==> src/rtl/lcd_ctrl_if.sv <==
`default_nettype none
// ============================================================================
// Module   : lcd_ctrl_if
// Brief    : Byte request channel from the CPU IO store path to lcd_ctrl.
// Revision : 1.0 - initial release
// ============================================================================
interface lcd_ctrl_if;
  logic       req_valid;
  logic       req_ready;
  logic       req_rs;
  logic [7:0] req_data;

  modport master (output req_valid, output req_rs, output req_data, input req_ready);
  modport slave  (input req_valid, input req_rs, input req_data, output req_ready);
endinterface
`default_nettype wire

==> src/rtl/lcd_ctrl.sv <==
`default_nettype none
// ============================================================================
// Module   : lcd_ctrl
// Brief    : HD44780 timing engine with automatic power-up init; optional
//            request FIFO enabled by defining LCD_FIFO_EN.
// Revision : 1.0 - initial release
// ============================================================================
module lcd_ctrl #(
  parameter int POWERUP_CYC    = 2000000,
  parameter int SETUP_CYC      = 4,
  parameter int EN_PULSE_CYC   = 24,
  parameter int HOLD_CYC       = 2,
  parameter int CMD_WAIT_CYC   = 2500,
  parameter int CLEAR_WAIT_CYC = 82000,
  parameter int FIFO_DEPTH     = 4
) (
  input  logic       clk_i,
  input  logic       rst_i,
  lcd_ctrl_if.slave  req,
  output logic       init_done_o,
  output logic       busy_o,
  output logic [7:0] lcd_data_o,
  output logic       lcd_rs_o,
  output logic       lcd_rw_o,
  output logic       lcd_en_o,
  output logic       lcd_on_o
);

  function automatic int f_max(input int a, input int b);
    return (a > b) ? a : b;
  endfunction

  localparam int c_max_cyc = f_max(f_max(f_max(POWERUP_CYC, CLEAR_WAIT_CYC), f_max(CMD_WAIT_CYC, SETUP_CYC)),
                                   f_max(EN_PULSE_CYC, HOLD_CYC));
  localparam int c_cw      = $clog2(c_max_cyc + 1);
  localparam logic [c_cw-1:0] c_pwrup_m1 = c_cw'(POWERUP_CYC - 1);
  localparam logic [c_cw-1:0] c_setup_m1 = c_cw'(SETUP_CYC - 1);
  localparam logic [c_cw-1:0] c_pulse_m1 = c_cw'(EN_PULSE_CYC - 1);
  localparam logic [c_cw-1:0] c_hold_m1  = c_cw'(HOLD_CYC - 1);
  localparam logic [c_cw-1:0] c_cmd_m1   = c_cw'(CMD_WAIT_CYC - 1);
  localparam logic [c_cw-1:0] c_clear_m1 = c_cw'(CLEAR_WAIT_CYC - 1);
  localparam bit c_params_ok = (POWERUP_CYC > 0) && (SETUP_CYC > 0) && (EN_PULSE_CYC > 0) &&
                               (HOLD_CYC > 0) && (CMD_WAIT_CYC > 0) && (CLEAR_WAIT_CYC > 0) &&
                               (FIFO_DEPTH > 0);

  typedef enum logic [2:0] {
    S_PWRUP = 3'd0,
    S_SETUP = 3'd1,
    S_PULSE = 3'd2,
    S_HOLD  = 3'd3,
    S_WAIT  = 3'd4,
    S_IDLE  = 3'd5
  } state_t;

  function automatic logic [7:0] f_rom(input logic [2:0] idx);
    case (idx)
      3'd0, 3'd1: return 8'h38;
      3'd2:       return 8'h0C;
      3'd3:       return 8'h01;
      default:    return 8'h06;
    endcase
  endfunction

  state_t          r_state;
  logic [c_cw-1:0] r_cnt;
  logic [c_cw-1:0] w_dur_m1;
  logic            w_last;
  logic [2:0]      r_idx;
  logic            r_rs;
  logic [7:0]      r_data;
  logic            r_en;
  logic            r_on;
  logic            r_init_done;
  logic            w_ready;
  logic            w_take;
  logic            w_take_rs;
  logic [7:0]      w_take_data;

`ifdef LCD_FIFO_EN
  localparam int c_pw = (FIFO_DEPTH > 1) ? $clog2(FIFO_DEPTH) : 1;
  localparam int c_nw = $clog2(FIFO_DEPTH + 1);

  logic [8:0]      r_fifo [FIFO_DEPTH];
  logic [c_pw-1:0] r_wptr;
  logic [c_pw-1:0] r_rptr;
  logic [c_nw-1:0] r_count;
  logic            w_empty;
  logic            w_full;
  logic            w_push;

  assign w_empty = (r_count == '0);
  assign w_full  = (r_count == c_nw'(FIFO_DEPTH));
  assign w_take  = (r_state == S_IDLE) && r_init_done && !w_empty;
  assign {w_take_rs, w_take_data} = r_fifo[r_rptr];
  // A pop frees a slot in the same cycle, so a full FIFO can still accept.
  assign w_ready = !w_full || w_take;
  assign w_push  = req.req_valid && req.req_ready;
  assign busy_o  = !rst_i && ((r_state != S_IDLE) || !w_empty);

  always_ff @(posedge clk_i) begin
    if (rst_i) begin
      r_wptr  <= '0;
      r_rptr  <= '0;
      r_count <= '0;
    end else begin
      if (w_push) begin
        r_fifo[r_wptr] <= {req.req_rs, req.req_data};
        r_wptr         <= (r_wptr == c_pw'(FIFO_DEPTH - 1)) ? '0 : r_wptr + c_pw'(1);
      end
      if (w_take) begin
        r_rptr <= (r_rptr == c_pw'(FIFO_DEPTH - 1)) ? '0 : r_rptr + c_pw'(1);
      end
      case ({w_push, w_take})
        2'b10:   r_count <= r_count + c_nw'(1);
        2'b01:   r_count <= r_count - c_nw'(1);
        default: r_count <= r_count;
      endcase
    end
  end
`else
  assign w_ready     = (r_state == S_IDLE);
  assign w_take      = w_ready && req.req_valid;
  assign w_take_rs   = req.req_rs;
  assign w_take_data = req.req_data;
  assign busy_o      = !rst_i && !w_ready;
`endif

  assign req.req_ready = w_ready && !rst_i;

  // Clear and return-home (0x00-0x03 as commands) need the long execution wait.
  always_comb begin
    w_dur_m1 = '0;
    case (r_state)
      S_PWRUP: w_dur_m1 = c_pwrup_m1;
      S_SETUP: w_dur_m1 = c_setup_m1;
      S_PULSE: w_dur_m1 = c_pulse_m1;
      S_HOLD:  w_dur_m1 = c_hold_m1;
      S_WAIT:  w_dur_m1 = (!r_rs && (r_data[7:2] == 6'd0)) ? c_clear_m1 : c_cmd_m1;
      default: w_dur_m1 = '0;
    endcase
  end

  assign w_last = (r_cnt == w_dur_m1);

  always_ff @(posedge clk_i) begin
    if (rst_i) begin
      r_state     <= S_PWRUP;
      r_cnt       <= '0;
      r_idx       <= 3'd0;
      r_rs        <= 1'b0;
      r_data      <= 8'h00;
      r_en        <= 1'b0;
      r_on        <= 1'b0;
      r_init_done <= 1'b0;
    end else begin
      r_on <= 1'b1;
      if (r_state != S_IDLE) begin
        r_cnt <= w_last ? '0 : r_cnt + c_cw'(1);
      end
      case (r_state)
        S_PWRUP: if (w_last) begin
          r_state <= S_SETUP;
          r_rs    <= 1'b0;
          r_data  <= f_rom(3'd0);
        end
        S_SETUP: if (w_last) begin
          r_state <= S_PULSE;
          r_en    <= 1'b1;
        end
        S_PULSE: if (w_last) begin
          r_state <= S_HOLD;
          r_en    <= 1'b0;
        end
        S_HOLD: if (w_last) begin
          r_state <= S_WAIT;
        end
        S_WAIT: if (w_last) begin
          if (!r_init_done && (r_idx != 3'd4)) begin
            r_state <= S_SETUP;
            r_idx   <= r_idx + 3'd1;
            r_data  <= f_rom(r_idx + 3'd1);
          end else begin
            r_state     <= S_IDLE;
            r_init_done <= 1'b1;
          end
        end
        S_IDLE: if (w_take) begin
          r_state <= S_SETUP;
          r_rs    <= w_take_rs;
          r_data  <= w_take_data;
        end
        default: r_state <= S_PWRUP;
      endcase
    end
  end

  always_ff @(posedge clk_i) begin
    if (!rst_i) begin
      assert (c_params_ok) else $error("lcd_ctrl: timing parameters must be non-zero");
    end
  end

  assign init_done_o = r_init_done;
  assign lcd_data_o  = r_data;
  assign lcd_rs_o    = r_rs;
  assign lcd_rw_o    = 1'b0;
  assign lcd_en_o    = r_en;
  assign lcd_on_o    = r_on;

endmodule
`default_nettype wire

==> src/flat_wrapper.sv <==
// flat-port wrapper written by rule: the top's interface ports become plain ports
module lcd_ctrl_flat 
#(
  parameter int POWERUP_CYC    = 2000000,
  parameter int SETUP_CYC      = 4,
  parameter int EN_PULSE_CYC   = 24,
  parameter int HOLD_CYC       = 2,
  parameter int CMD_WAIT_CYC   = 2500,
  parameter int CLEAR_WAIT_CYC = 82000,
  parameter int FIFO_DEPTH     = 4
)
  (clk_i, rst_i, init_done_o, busy_o, lcd_data_o, lcd_rs_o, lcd_rw_o, lcd_en_o, lcd_on_o, req_req_valid, req_req_rs, req_req_data, req_req_ready);
  lcd_ctrl_if req_i ();
  input  logic clk_i;
  input  logic rst_i;
  output logic init_done_o;
  output logic busy_o;
  output logic [7:0] lcd_data_o;
  output logic lcd_rs_o;
  output logic lcd_rw_o;
  output logic lcd_en_o;
  output logic lcd_on_o;
  input wire logic [$bits(req_i.req_valid)-1:0] req_req_valid;
  input wire logic [$bits(req_i.req_rs)-1:0] req_req_rs;
  input wire logic [$bits(req_i.req_data)-1:0] req_req_data;
  output wire logic [$bits(req_i.req_ready)-1:0] req_req_ready;
  assign req_i.req_valid = req_req_valid;
  assign req_i.req_rs = req_req_rs;
  assign req_i.req_data = req_req_data;
  assign req_req_ready = req_i.req_ready;
  lcd_ctrl #(.POWERUP_CYC(POWERUP_CYC), .SETUP_CYC(SETUP_CYC), .EN_PULSE_CYC(EN_PULSE_CYC), .HOLD_CYC(HOLD_CYC), .CMD_WAIT_CYC(CMD_WAIT_CYC), .CLEAR_WAIT_CYC(CLEAR_WAIT_CYC), .FIFO_DEPTH(FIFO_DEPTH)) u_core (.clk_i(clk_i), .rst_i(rst_i), .req(req_i), .init_done_o(init_done_o), .busy_o(busy_o), .lcd_data_o(lcd_data_o), .lcd_rs_o(lcd_rs_o), .lcd_rw_o(lcd_rw_o), .lcd_en_o(lcd_en_o), .lcd_on_o(lcd_on_o));
endmodule
==> config.mk <==
export PLATFORM = sky130hd
export DESIGN_NAME = lcd_ctrl_flat
export DESIGN_NICKNAME = d
export VERILOG_FILES = /design/src/rtl/lcd_ctrl_if.sv /design/src/rtl/lcd_ctrl.sv /design/src/flat_wrapper.sv
export SDC_FILE = /design/constraint.sdc
export NUM_CORES = 1
export LEC_CHECK = 0
export ABC_AREA = 1
export BUFFER_PORTS_ARGS = -buffer_cell sky130_fd_sc_hd__buf_2
export CORE_AREA = 2 2 70 72
export CTS_CLUSTER_DIAMETER = 80
export DETAILED_ROUTE_END_ITERATION = 8
export DIE_AREA = 0 0 72 74
export PLACE_DENSITY = 0.83
export RECOVER_POWER = 50
export SLEW_MARGIN = 0
export SYNTH_ARGS = -nofsm -noshare
export SYNTH_HDL_FRONTEND = slang
export SYNTH_SLANG_ARGS = --single-unit
==> constraint.sdc <==
create_clock -name clk_i -period 3.2 [get_ports clk_i]
set_input_delay 0.16 -clock clk_i [delete_from_list [all_inputs] [get_ports clk_i]]
set_output_delay 0.16 -clock clk_i [all_outputs]
set_load 0.01 [all_outputs]
==> results of run 1 <==
-- stage by stage --
| step | power (mW) | std cells |
|---|---|---|
| 2_1_floorplan | 0.527 | 433 |
| 3_3_place_gp | 0.539 | 507 |
| 3_5_place_dp | 0.540 | 507 |
| 4_1_cts | 0.848 | 513 |
| 5_1_grt | 0.877 | 513 |
| 6_report | 0.838 | 513 |
-- layer usage --
| layer | up-vias | share of wire [%] | GRT usage [%] |
|---|---|---|---|
| met5 | - | 0 | 0 |
| li1 | 1408 | - | - |
| met3 | 13 | 6.2 | 4.20 |
| met2 | 99 | 46 | 40.9 |
| met1 | 1230 | 46 | 35.7 |
| met4 | 0 | 1.9 | 9.64 |
-- kinds of logic (layout without fill, tap and decap cells) --
| family | Yosys count | in the layout | synth area share, % |
|---|---|---|---|
| adder cells (fa/ha/maj) | 6 | 6 | 2.85 |
| AO/OA/AOI/OAI | 31 | 31 | 6.51 |
| buffers and inverters | 72 | 98 | 11.0 |
| flip-flops | 39 | 39 | 29.7 |
| XOR/XNOR | 2 | 2 | 0.666 |
| AND/OR/NAND/NOR | 282 | 282 | 49.1 |
| other | 1 | 1 | 0.142 |
-- power groups by stage --
stage / registers (mW) / logic (mW) / clock network (mW)
6_report: 0.492 / 0.0359 / 0.310
5_1_grt: 0.492 / 0.0405 / 0.344
4_1_cts: 0.492 / 0.0366 / 0.319
3_5_place_dp: 0.503 / 0.0365 / 0
3_3_place_gp: 0.503 / 0.0359 / 0
2_1_floorplan: 0.503 / 0.0245 / 0
-- tightest hold or removal path: stages --
cell	delay, ns
buf_2	0.08
a21oi_1	0.05
nand3_1	0.07
nand2_1	0.05
nor2_1	0.07
-- registers in the layout (all words and copies together), names as in the netlist --
signal / flops
u_core.lcd_en_o: 1
u_core.r_state: 3
u_core.r_cnt: 21
u_core.lcd_on_o: 1
u_core.lcd_data_o: 8
u_core.r_idx: 3
u_core.init_done_o: 1
u_core.lcd_rs_o: 1
-- worst max-delay path by stage --
| stage | startpoint | to | slack [ns] | cells past startpoint |
|---|---|---|---|---|
| floorplan | u_core.r_state[1] | u_core.r_cnt[4] | 1.44 | 15 |
| global placement | u_core.r_state[1] | u_core.r_cnt[20] | 0.98 | 13 |
| detailed placement | u_core.r_state[1] | u_core.r_cnt[20] | 0.97 | 12 |
| CTS | u_core.r_state[1] | u_core.r_cnt[20] | 0.96 | 13 |
| global route | u_core.r_state[2] | u_core.lcd_data_o[4] | 0.35 | 14 |
| finish | u_core.r_state[2] | u_core.lcd_data_o[3] | 0.74 | 14 |
-- cells in the final DEF (no fill, tap or decap), types with 2 or more instances in the layout --
master | netlist | layout
clkbuf_1 | 3 | 15
nand3_1 | 44 | 44
nor2_8 | 2 | 2
nor2_1 | 74 | 75
nand2_4 | 6 | 4
nor3_1 | 11 | 11
buf_2 | 1 | 11
ha_1 | 6 | 6
nor2_4 | 3 | 2
inv_2 | 4 | 3
inv_1 | 61 | 62
nand2_1 | 119 | 123
nand4_1 | 8 | 8
nand3b_1 | 4 | 4
dfxtp_1 | 39 | 39
nor2_2 | 3 | 3
o21ai_0 | 11 | 12
a21oi_1 | 13 | 13
clkbuf_8 | 1 | 5
nor3b_1 | 3 | 3
-- cell type report --
type / instances / area share (%)
Multi-Input combinational cell: 322 / 54.3
Sequential cell: 39 / 27.7
Clock buffer: 6 / 2.57
Tap cell: 54 / 2.39
Inverter: 66 / 8.95
Timing Repair Buffer: 26 / 4.08
==> summary.txt, run 1 <==
Status: finished clean
Post-DP Area: 2800 sq um
Hold Path Stages: 5
Worst Reg-to-Reg Cells: 14
CTS tree: yes
Clock power frac: 37.0%
Synth warn: 0
HP Start: req_req_data[0]
Dominant synthesized flop cell: dfxtp_1
Num CTS Buffers: 5
Pre-CTS setup slack: 0.975 ns
Synthesized area: 2630 sq um
Leading post-synthesis cells by cell area: dfxtp_1, nand2_1, nor2_1, inv_1, nand3_1
Leak: 1.37 nW
Share of Yosys cell area claimed by the top area cell type: 29.7%
Max incr delay on CP: 0.47 ns
Total Routing Usage GR: 25.8%
Setup ws final: 0.736 ns
Yosys top cell by area: dfxtp_1
Pin slew with the least headroom to its limit: 0.779 ns
Die H: 74 microns
Initial antenna violation count: 0
Global route overflow: 0
DIE WIDTH: 72 microns
Peak VDD IR: 155 uV
Worst-path fanout max: 9
Crit. End Element: flop
Sequential fraction of design power: 58.7%
Pwr per Cell Area: 297 nW/um^2
Required @ worst endpoint: 3.43 ns
Synth Area per Inst: 6.08 sq um
Worst path cell trace: inv_1, nand2_1, nor2_1, nor2_1, o21ai_0, nor2_1, nand3_1, nor2_1, nand2_1, nand2_1, nand2_4, nand2_1, nand2_1, nor2_1
Avg Vias per Cell: 5.36
CTS Buffer Depth: 2
Comb pwr share: 4.3%
Int Pwr: 0.646 mW
Pre-Repair DR Iteration Count: 5
Total Nets Final: 478
Yosys cell types: 35
CP arrival: 2.69 ns
Fin. max-slew vios: 0
DR vias: 2750
Largest net degree at the start of global routing: 24
WS Path Type: reg -> reg
Crit-path slowest cell: dfxtp_1
Cell area after layout: 2820 sq um
Hold Path Class: in -> reg
RSZ-0062 raised after global routing: false
Initial Util: 57.3%
Die Area: 5330 sq um
Buffers on Ports: 25
Min Tclk post-route: 2.46 ns
EDFF count, synth: 0
Clk root buf: clkbuf_8
CP bufs+invs: 1
Post-synthesis sequential area ratio: 29.7%
Vias in the first global route: 2357
Starting DRT DRC Count: 214
Sw frac: 22.9%
Share of layout cells above drive strength 1: 7.84%
Hold Slack: 0.217 ns
Sequential Area: 781 sq um
Final Skew: 0.00535 ns
Area grow syn2layout: 7.22%
DRC: 0
Psw: 0.192 mW
Util after Layout: 61.4%
Reg clk slew, reported paths: 0.07 ns
Final hold vios: 0
Syn nets: 451
Final period utilization: 77.0%
Max-cap violations: 0
Antenna cells: 0
Fillers: 449
Reg2Reg Setup Slack: 0.74 ns
I/O pin total: 27
CTS Hold Buffers Added: 0
Clock Sinks: 39
Gp weighted congestion: 1.03
Critical R2R Launch: u_core.r_state[2]
Post-CTS setup buffer count: 0
Post-synth ARST share: 0%
Top Family by Delay on Critical Path: simple AND/OR/NAND/NOR gates
Synth Register Bits: 39
Final HPWL DP: 5.00 mm
Setup crit start kind: flop
# rows: 25
Worst hold endpoint: u_core.lcd_data_o[0]
R2R Path End: u_core.lcd_data_o[3]
Post-route setup TNS: 0 ns
Most common cell in the netlist: nand2_1
Synth Instances: 433
Core Area: 4600 sq um
H-tree lvl count: 2
Slew HR: 48.0%
Final setup fails: 0
Fmax: 406 MHz
WL final: 6.50 mm
Synth cell count leaders: nand2_1, nor2_1, inv_1
Global-route wire length before repair: 10.7 mm
Post-CTS sizing: 0
Multi-input gate area: 1530 sq um
Clock Latency Late Sink: 0.29 ns
WL/cell: 12.7 microns
Final ANT Viol Nets: 0
Power figures use the tool's default switching activity.
==> run 2, diff against run 1 <==
--- a/config.mk
+++ b/config.mk
@@ -5,13 +5,13 @@
 export SDC_FILE = /design/constraint.sdc
 export NUM_CORES = 1
 export LEC_CHECK = 0
-export ABC_AREA = 1
+export ABC_AREA = 0
 export BUFFER_PORTS_ARGS = -buffer_cell sky130_fd_sc_hd__buf_2
-export CORE_AREA = 2 2 70 72
+export CORE_AREA = 2 2 74 76
 export CTS_CLUSTER_DIAMETER = 80
 export DETAILED_ROUTE_END_ITERATION = 8
-export DIE_AREA = 0 0 72 74
-export PLACE_DENSITY = 0.83
+export DIE_AREA = 0 0 76 78
+export PLACE_DENSITY = 0.79
 export RECOVER_POWER = 50
 export SLEW_MARGIN = 0
 export SYNTH_ARGS = -nofsm -noshare
==> constraint.sdc (replaced) <==
create_clock -name clk_i -period 2 [get_ports clk_i]
set_input_delay 0.1 -clock clk_i [delete_from_list [all_inputs] [get_ports clk_i]]
set_output_delay 0.1 -clock clk_i [all_outputs]
set_load 0.01 [all_outputs]
==> run 2 against run 1 <==
The run now ends with setup timing left. Core utilization is 18 points higher. Sequential share of layout area down 7.7 points. Wire length increased by 56%. Final cell count shrank 3.9%. Area after synthesis rose by 0.52%. Design area increased by 42%. Total power rose by 120%. Sequential cell count did not move. Via count rose by 17%.
==> summary.txt, run 2 <==
Leak: 1.57 nW (+15%)
Final ANT Viol Nets: 0 (unchanged)
Largest register FFs: 21 (unchanged)
Vias in the first global route: 3081 (+31%)
Most frequent cells in the layout: buf_4, dfxtp_1, nand2_1
Global route overflow: 0 (unchanged)
H-tree lvl count: 2 (unchanged)
DR vias: 3217 (+17%)
CTS Buffer Depth: 2 (unchanged)
Avg Vias per Cell: 6.53 (+22%)
Gp weighted congestion: 0.877 (-15%)
Fillers: 291 (-35%)
Required @ worst endpoint: 2.20 ns (-1.23 ns)
Post-synthesis sequential area ratio: 29.5% (-0.15 points)
Psw: 0.471 mW (+150%)
Initial Util: 52.5% (-4.8 points)
Pwr per Cell Area: 454 nW/um^2 (+53%)
Total Power: 1.83 mW (+120%)
Post-synth ARST share: 0% (unchanged)
Util after Layout: 79.8% (+18 points)
Most common cell after layout, fill and taps aside: buf_4
Final Skew: 0.00648 ns (+0.00114 ns)
WL/cell: 20.6 microns (+63%)
Crit. End Element: flop
Int Pwr: 1.35 mW (+110%)
Synth Instances: 330 (-24%)
# rows: 26 (+4.0%)
Die H: 78 microns (+5.4%)
Fin. max-slew vios: 0 (unchanged)
Final hold vios: 0 (unchanged)
Share of Yosys cell area claimed by the top area cell type: 29.5% (-0.15 points)
Leading post-synthesis cells by cell area: dfxtp_1, nor2_1, nand2_1, xor2_1, a21oi_1
Dominant synthesized flop cell: dfxtp_1
Pre-Repair DR Iteration Count: 5 (unchanged)
Min Tclk post-route: 2.27 ns (-0.194 ns)
Pin slew with the least headroom to its limit: 0.698 ns (-0.0811 ns)
Die Area: 5930 sq um (+11%)
Buffers on Ports: 25 (unchanged)
Yosys top cell by area: dfxtp_1
CTS Hold Buffers Added: 0 (unchanged)
Synth Area per Inst: 8.02 sq um (+32%)
WL final: 10.1 mm (+56%)
Sequential fraction of design power: 43.9% (-15 points)
Antenna cells: 0 (unchanged)
Synthesized area: 2650 sq um (+0.52%)
Clock power frac: 42.0% (+5.0 points)
CP arrival: 2.47 ns (-0.22 ns)
DRC: 0 (unchanged)
Yosys cell types: 73 (+110%)
Global-route wire length before repair: 14.8 mm (+38%)
Num CTS Buffers: 5 (unchanged)
Most common cell in the netlist: dfxtp_1
Synth warn: 0 (unchanged)
Core Area: 5040 sq um (+9.7%)
Setup crit start kind: flop
Clk root buf: clkbuf_8
Status: finished, violations left
Largest net degree at the start of global routing: 27 (+13%)
Fin cells: 493 (-3.9%)
Max-cap violations: 0 (unchanged)
Placed Cells: 475 (-6.3%)
Synth Register Bits: 39 (unchanged)
Starting DRT DRC Count: 354 (+65%)
Fmax: 441 MHz (+8.6%)
Failing checks: setup timing
Syn nets: 348 (-23%)
Largest Register: u_core.r_cnt
Slew HR: 53.1% (+5.1 points)
Comb pwr share: 14.0% (+9.7 points)
Initial antenna violation count: 0 (unchanged)
Sw frac: 25.8% (+2.9 points)
Clock Sinks: 39 (unchanged)
EDFF count, synth: 0 (unchanged)
Area grow syn2layout: 52.0%
DIE WIDTH: 76 microns (+5.6%)
I/O pin total: 27 (unchanged)
CTS tree: yes
Final period utilization: 113% (+36 points)
Worst-path fanout max: 6 (-3)
Setup ws final: -0.270 ns (-1.01 ns)
Hold Path Class: in -> reg
Total Nets Final: 440 (-7.9%)
Total Routing Usage GR: 31.1% (+5.3 points)
Clock Latency Late Sink: 0.31 ns (+0.02 ns)
RSZ-0062 raised after global routing: true
WS Path Type: reg -> reg
Synth cell count leaders: dfxtp_1, nor2_1, nand2_1
Final HPWL DP: 5.92 mm (+18%)
Final setup fails: 38 (+38)
Reg clk slew, reported paths: 0.08 ns (about the same)
Share of layout cells above drive strength 1: 48.5% (+41 points)
Peak VDD IR: 298 uV (+93%)
[run 2: metal layers]
layer / track usage, % / part of all wire (%) / routed length, microns
met1: 35.4 / 37 / 3790
met2: 56.3 / 49 / 4980
met3: 5.35 / 7.5 / 765
met4: 15.3 / 6.1 / 614
met5: 0 / 0 / 0
[run 2: layout make-up]
cell class / instances / area [sq um] / area share, %
multi-input combinational: 254 / 2120 / 52.8
timing repair buffer: 110 / 832 / 20.7
sequential: 39 / 802 / 19.9
clock buffer: 6 / 93.8 / 2.33
tap: 70 / 87.6 / 2.18
inverter: 12 / 45.0 / 1.12
clock inverter: 2 / 37.5 / 0.933
[run 2: kinds of logic (layout without fill, tap and decap cells)]
group,Yosys count,count (layout),synth area share [%]
simple gates,151,151,33.3
other cells,1,1,0.142
buf+inv,37,130,6.19
xor+xnor,20,20,6.62
fa+ha+maj,7,7,3.22
mux,6,6,2.36
compound gates,69,69,18.6
flops,39,39,29.5
[run 2: power by group through the flow]
| stage | registers, mW | clock network, mW | logic (mW) |
|---|---|---|---|
| final | 0.802 | 0.768 | 0.256 |
| after global routing | 0.802 | 0.791 | 0.269 |
| after CTS | 0.800 | 0.760 | 0.223 |
| after detailed placement | 0.822 | 0 | 0.183 |
| after global placement | 0.821 | 0 | 0.178 |
| after floorplan | 0.824 | 0 | 0.108 |
[run 2: final timing paths]
kind                 startpoint                   end  slack, ns  depth (start not counted)
max           u_core.r_state[2]     u_core.r_state[2]      -0.27                          9
min reg2reg  u_core.init_done_o    u_core.init_done_o       0.48                          2
min             req_req_data[6]  u_core.lcd_data_o[6]       0.04                          3
max reg2reg   u_core.r_state[2]     u_core.r_state[2]      -0.27                          9
[run 2: what timing repair did]
| action | 4_1_cts | 5_1_grt |
|---|---|---|
| gates cloned | 1 | 1 |
| gates resized for setup | 45 | 48 |
| setup endpoints to repair | 38 | 38 |
| setup buffers | 17 | 3 |
| pin swaps | 26 | 34 |
[run 2: critical path, stage by stage (launching register included)]
cell and delay (ns):
dfxtp_4 0.37, buf_6 0.14, xor2_2 0.18, a221oi_2 0.08, o32a_1 0.38, buf_6 0.14, and4bb_4 0.36, buf_6 0.13
a41oi_1 0.13, a311oi_1 0.25
[run 2: through the flow]
| stage | hold slack, ns | setup WS [ns] | setup TNS (ns) | cell area (sq um) |
|---|---|---|---|---|
| floorplan | 0.245 | -0.177 | -2.97 | 2750 |
| global placement | 0.339 | -0.197 | -4.84 | 3390 |
| detailed placement | 0.350 | -0.277 | -6.33 | 3390 |
| CTS | 0.0354 | -0.221 | -4.59 | 3810 |
| global route | 0.0635 | -0.314 | -8.27 | 4020 |
| finish | 0.0427 | -0.270 | -5.90 | 4020 |
==> run 3, diff against run 2 <==
--- a/config.mk
+++ b/config.mk
@@ -11,6 +11,7 @@
 export CTS_CLUSTER_DIAMETER = 80
 export DETAILED_ROUTE_END_ITERATION = 8
 export DIE_AREA = 0 0 76 78
+export GPL_TIMING_DRIVEN = 0
 export PLACE_DENSITY = 0.79
 export RECOVER_POWER = 50
 export SLEW_MARGIN = 0
==> run 3 against run 2 <==
The flow still finishes with violations (setup timing). Count of clock-buffer cells in the layout unchanged. Worst setup slack worse by 0.11 ns. Final cell count down 5.7%. Clock skew down 0.0025 ns. Wire length down 9.2%. Sequential share of layout area up 1.7 points. Critical path type unchanged. Largest cell class unchanged.
==> summary.txt, run 3 (same netlist as run 2, synthesis figures left out) <==
Status: finished, violations left
Failing checks: setup timing
Largest register FFs: 21 (unchanged)
Pre-Repair DR Iteration Count: 5 (unchanged)
Crit. End Element: flop
DIE WIDTH: 76 microns (unchanged)
HP Start: req_req_data[7]
RSZ-0062 raised after global routing: true
CTS Hold Buffers Added: 0 (unchanged)
Total Nets Final: 412 (-6.4%)
Reg clk slew, reported paths: 0.08 ns (about the same)
Global route overflow: 0 (unchanged)
Setup crit start kind: flop
Fin. max-slew vios: 0 (unchanged)
Reg2Reg Setup Slack: -0.38 ns (-0.11 ns)
Total Routing Usage GR: 29.0% (-2.1 points)
Setup ws final: -0.383 ns (-0.113 ns)
H-tree lvl count: 2 (unchanged)
CP arrival: 2.57 ns (+0.10 ns)
Slew HR: 61.0% (+8.0 points)
Global-route wire length before repair: 13.7 mm (-7.2%)
Largest Register: u_core.r_cnt
WL final: 9.21 mm (-9.2%)
CTS Buffer Depth: 2 (unchanged)
Buffers on Ports: 24 (-4.0%)
Core Area: 5040 sq um (unchanged)
Final period utilization: 119% (+5.6 points)
I/O pin total: 27 (unchanged)
Area grow syn2layout: 40.9%
WL/cell: 19.8 microns (-3.8%)
Final Skew: 0.00397 ns (-0.00251 ns)
Final setup fails: 38 (unchanged)
Clock Sinks: 39 (unchanged)
Pwr per Cell Area: 466 nW/um^2 (+2.6%)
R2R Path End: u_core.r_idx[2]
Post-DP Area: 2950 sq um (-13%)
Pre-CTS setup slack: -0.472 ns (-0.195 ns)
Worst hold endpoint: u_core.lcd_data_o[7]
Num CTS Buffers: 5 (unchanged)
Initial Util: 52.5% (unchanged)
Cell area after layout: 3730 sq um (-7.3%)
WS Path Type: reg -> reg
Worst Reg-to-Reg Cells: 8 (-1)
Fillers: 323 (+11%)
Most common cell after layout, fill and taps aside: buf_4
Die Area: 5930 sq um (unchanged)
Die H: 78 microns (unchanged)
Vias in the first global route: 2918 (-5.3%)
Leak: 1.37 nW (-13%)
Max-cap violations: 0 (unchanged)
DR vias: 2973 (-7.6%)
Min Tclk post-route: 2.38 ns (+0.113 ns)
Critical R2R Launch: u_core.lcd_data_o[5]
Antenna cells: 0 (unchanged)
Clk root buf: clkbuf_8
Clock Latency Late Sink: 0.30 ns (about the same)
Gp weighted congestion: 0.886 (+1.0%)
Worst-path fanout max: 5 (-1)
Final HPWL DP: 5.21 mm (-12%)
Peak VDD IR: 365 uV (+23%)
Most frequent cells in the layout: buf_4, dfxtp_1, nand2_1
Avg Vias per Cell: 6.39 (-2.0%)
Hold Path Class: in -> reg
Final ANT Viol Nets: 0 (unchanged)
DRC: 0 (unchanged)
Util after Layout: 73.9% (-5.8 points)
Placed Cells: 424 (-11%)
CTS tree: yes
Starting DRT DRC Count: 260 (-27%)
Pin slew with the least headroom to its limit: 0.584 ns (-0.114 ns)
Required @ worst endpoint: 2.19 ns (about the same)
Fmax: 420 MHz (-4.7%)
Final hold vios: 0 (unchanged)
Share of layout cells above drive strength 1: 40.8% (-7.7 points)
# rows: 26 (unchanged)
Largest net degree at the start of global routing: 13 (-52%)
Hold Path Stages: 3 (unchanged)
Fin cells: 465 (-5.7%)
Initial antenna violation count: 0 (unchanged)
==> run 3: stage by stage <==
step           hold slack, ns  total power, mW  setup TNS, ns
2_1_floorplan           0.245            0.932          -2.97
3_3_place_gp            0.339            0.975         -10.16
3_5_place_dp            0.348            0.979         -12.09
4_1_cts                0.0459             1.70          -6.29
5_1_grt                0.0591             1.79         -11.82
6_report               0.0455             1.74          -9.34
==> run 3: layer usage <==
metal / track usage [%] / up-vias / share of wire (%)
li1: - / 1336 / -
met1: 31.0 / 1383 / 37
met2: 53.9 / 194 / 50
met3: 5.23 / 60 / 7.5
met4: 16.4 / 0 / 5.9
met5: 0 / - / 0
==> run 3: worst max-delay path, stage by stage, from the launching register on <==
cell and delay, ns:
dfxtp_4 0.37, nor4_4 0.40, buf_4 0.18, nand4_1 0.14, a32oi_1 0.27, and4bb_1 0.33, buf_6 0.15, nand4_1 0.12
mux2_4 0.33
==> run 3: report_power, final <==
| group | switching, mW | internal (mW) |
|---|---|---|
| registers | 0.0207 | 0.783 |
| logic | 0.130 | 0.113 |
| clock network | 0.287 | 0.404 |
==> run 3: final cells by class <==
class | instances | area, sq um | area share, %
Tap cell | 70 | 87.6 | 2.35
Sequential cell | 39 | 806 | 21.6
Clock inverter | 2 | 35.0 | 0.940
Timing Repair Buffer | 61 | 433 | 11.6
Clock buffer | 6 | 82.6 | 2.22
Inverter | 12 | 48.8 | 1.31
Buffer | 21 | 140 | 3.76
Multi-Input combinational cell | 254 | 2090 | 56.2
==> run 3: how the worst max path moves through the flow <==
stage,start,to,slack (ns),cells past startpoint
floorplan,u_core.lcd_rs_o,u_core.r_cnt[15],-0.18,8
global placement,u_core.lcd_rs_o,u_core.r_cnt[17],-0.42,8
detailed placement,u_core.lcd_rs_o,u_core.r_cnt[14],-0.47,8
CTS,u_core.r_state[1],u_core.r_idx[2],-0.24,8
global route,u_core.lcd_data_o[5],u_core.r_idx[2],-0.47,8
finish,u_core.lcd_data_o[5],u_core.r_idx[2],-0.38,8
==> run 3: what timing repair did <==
item                                    4_1_cts  5_1_grt
pin swaps                                    34       16
cloned                                        2        0
buffers inserted                             29        6
endpoints found under the setup margin       39       40
gates resized for setup                      45       48
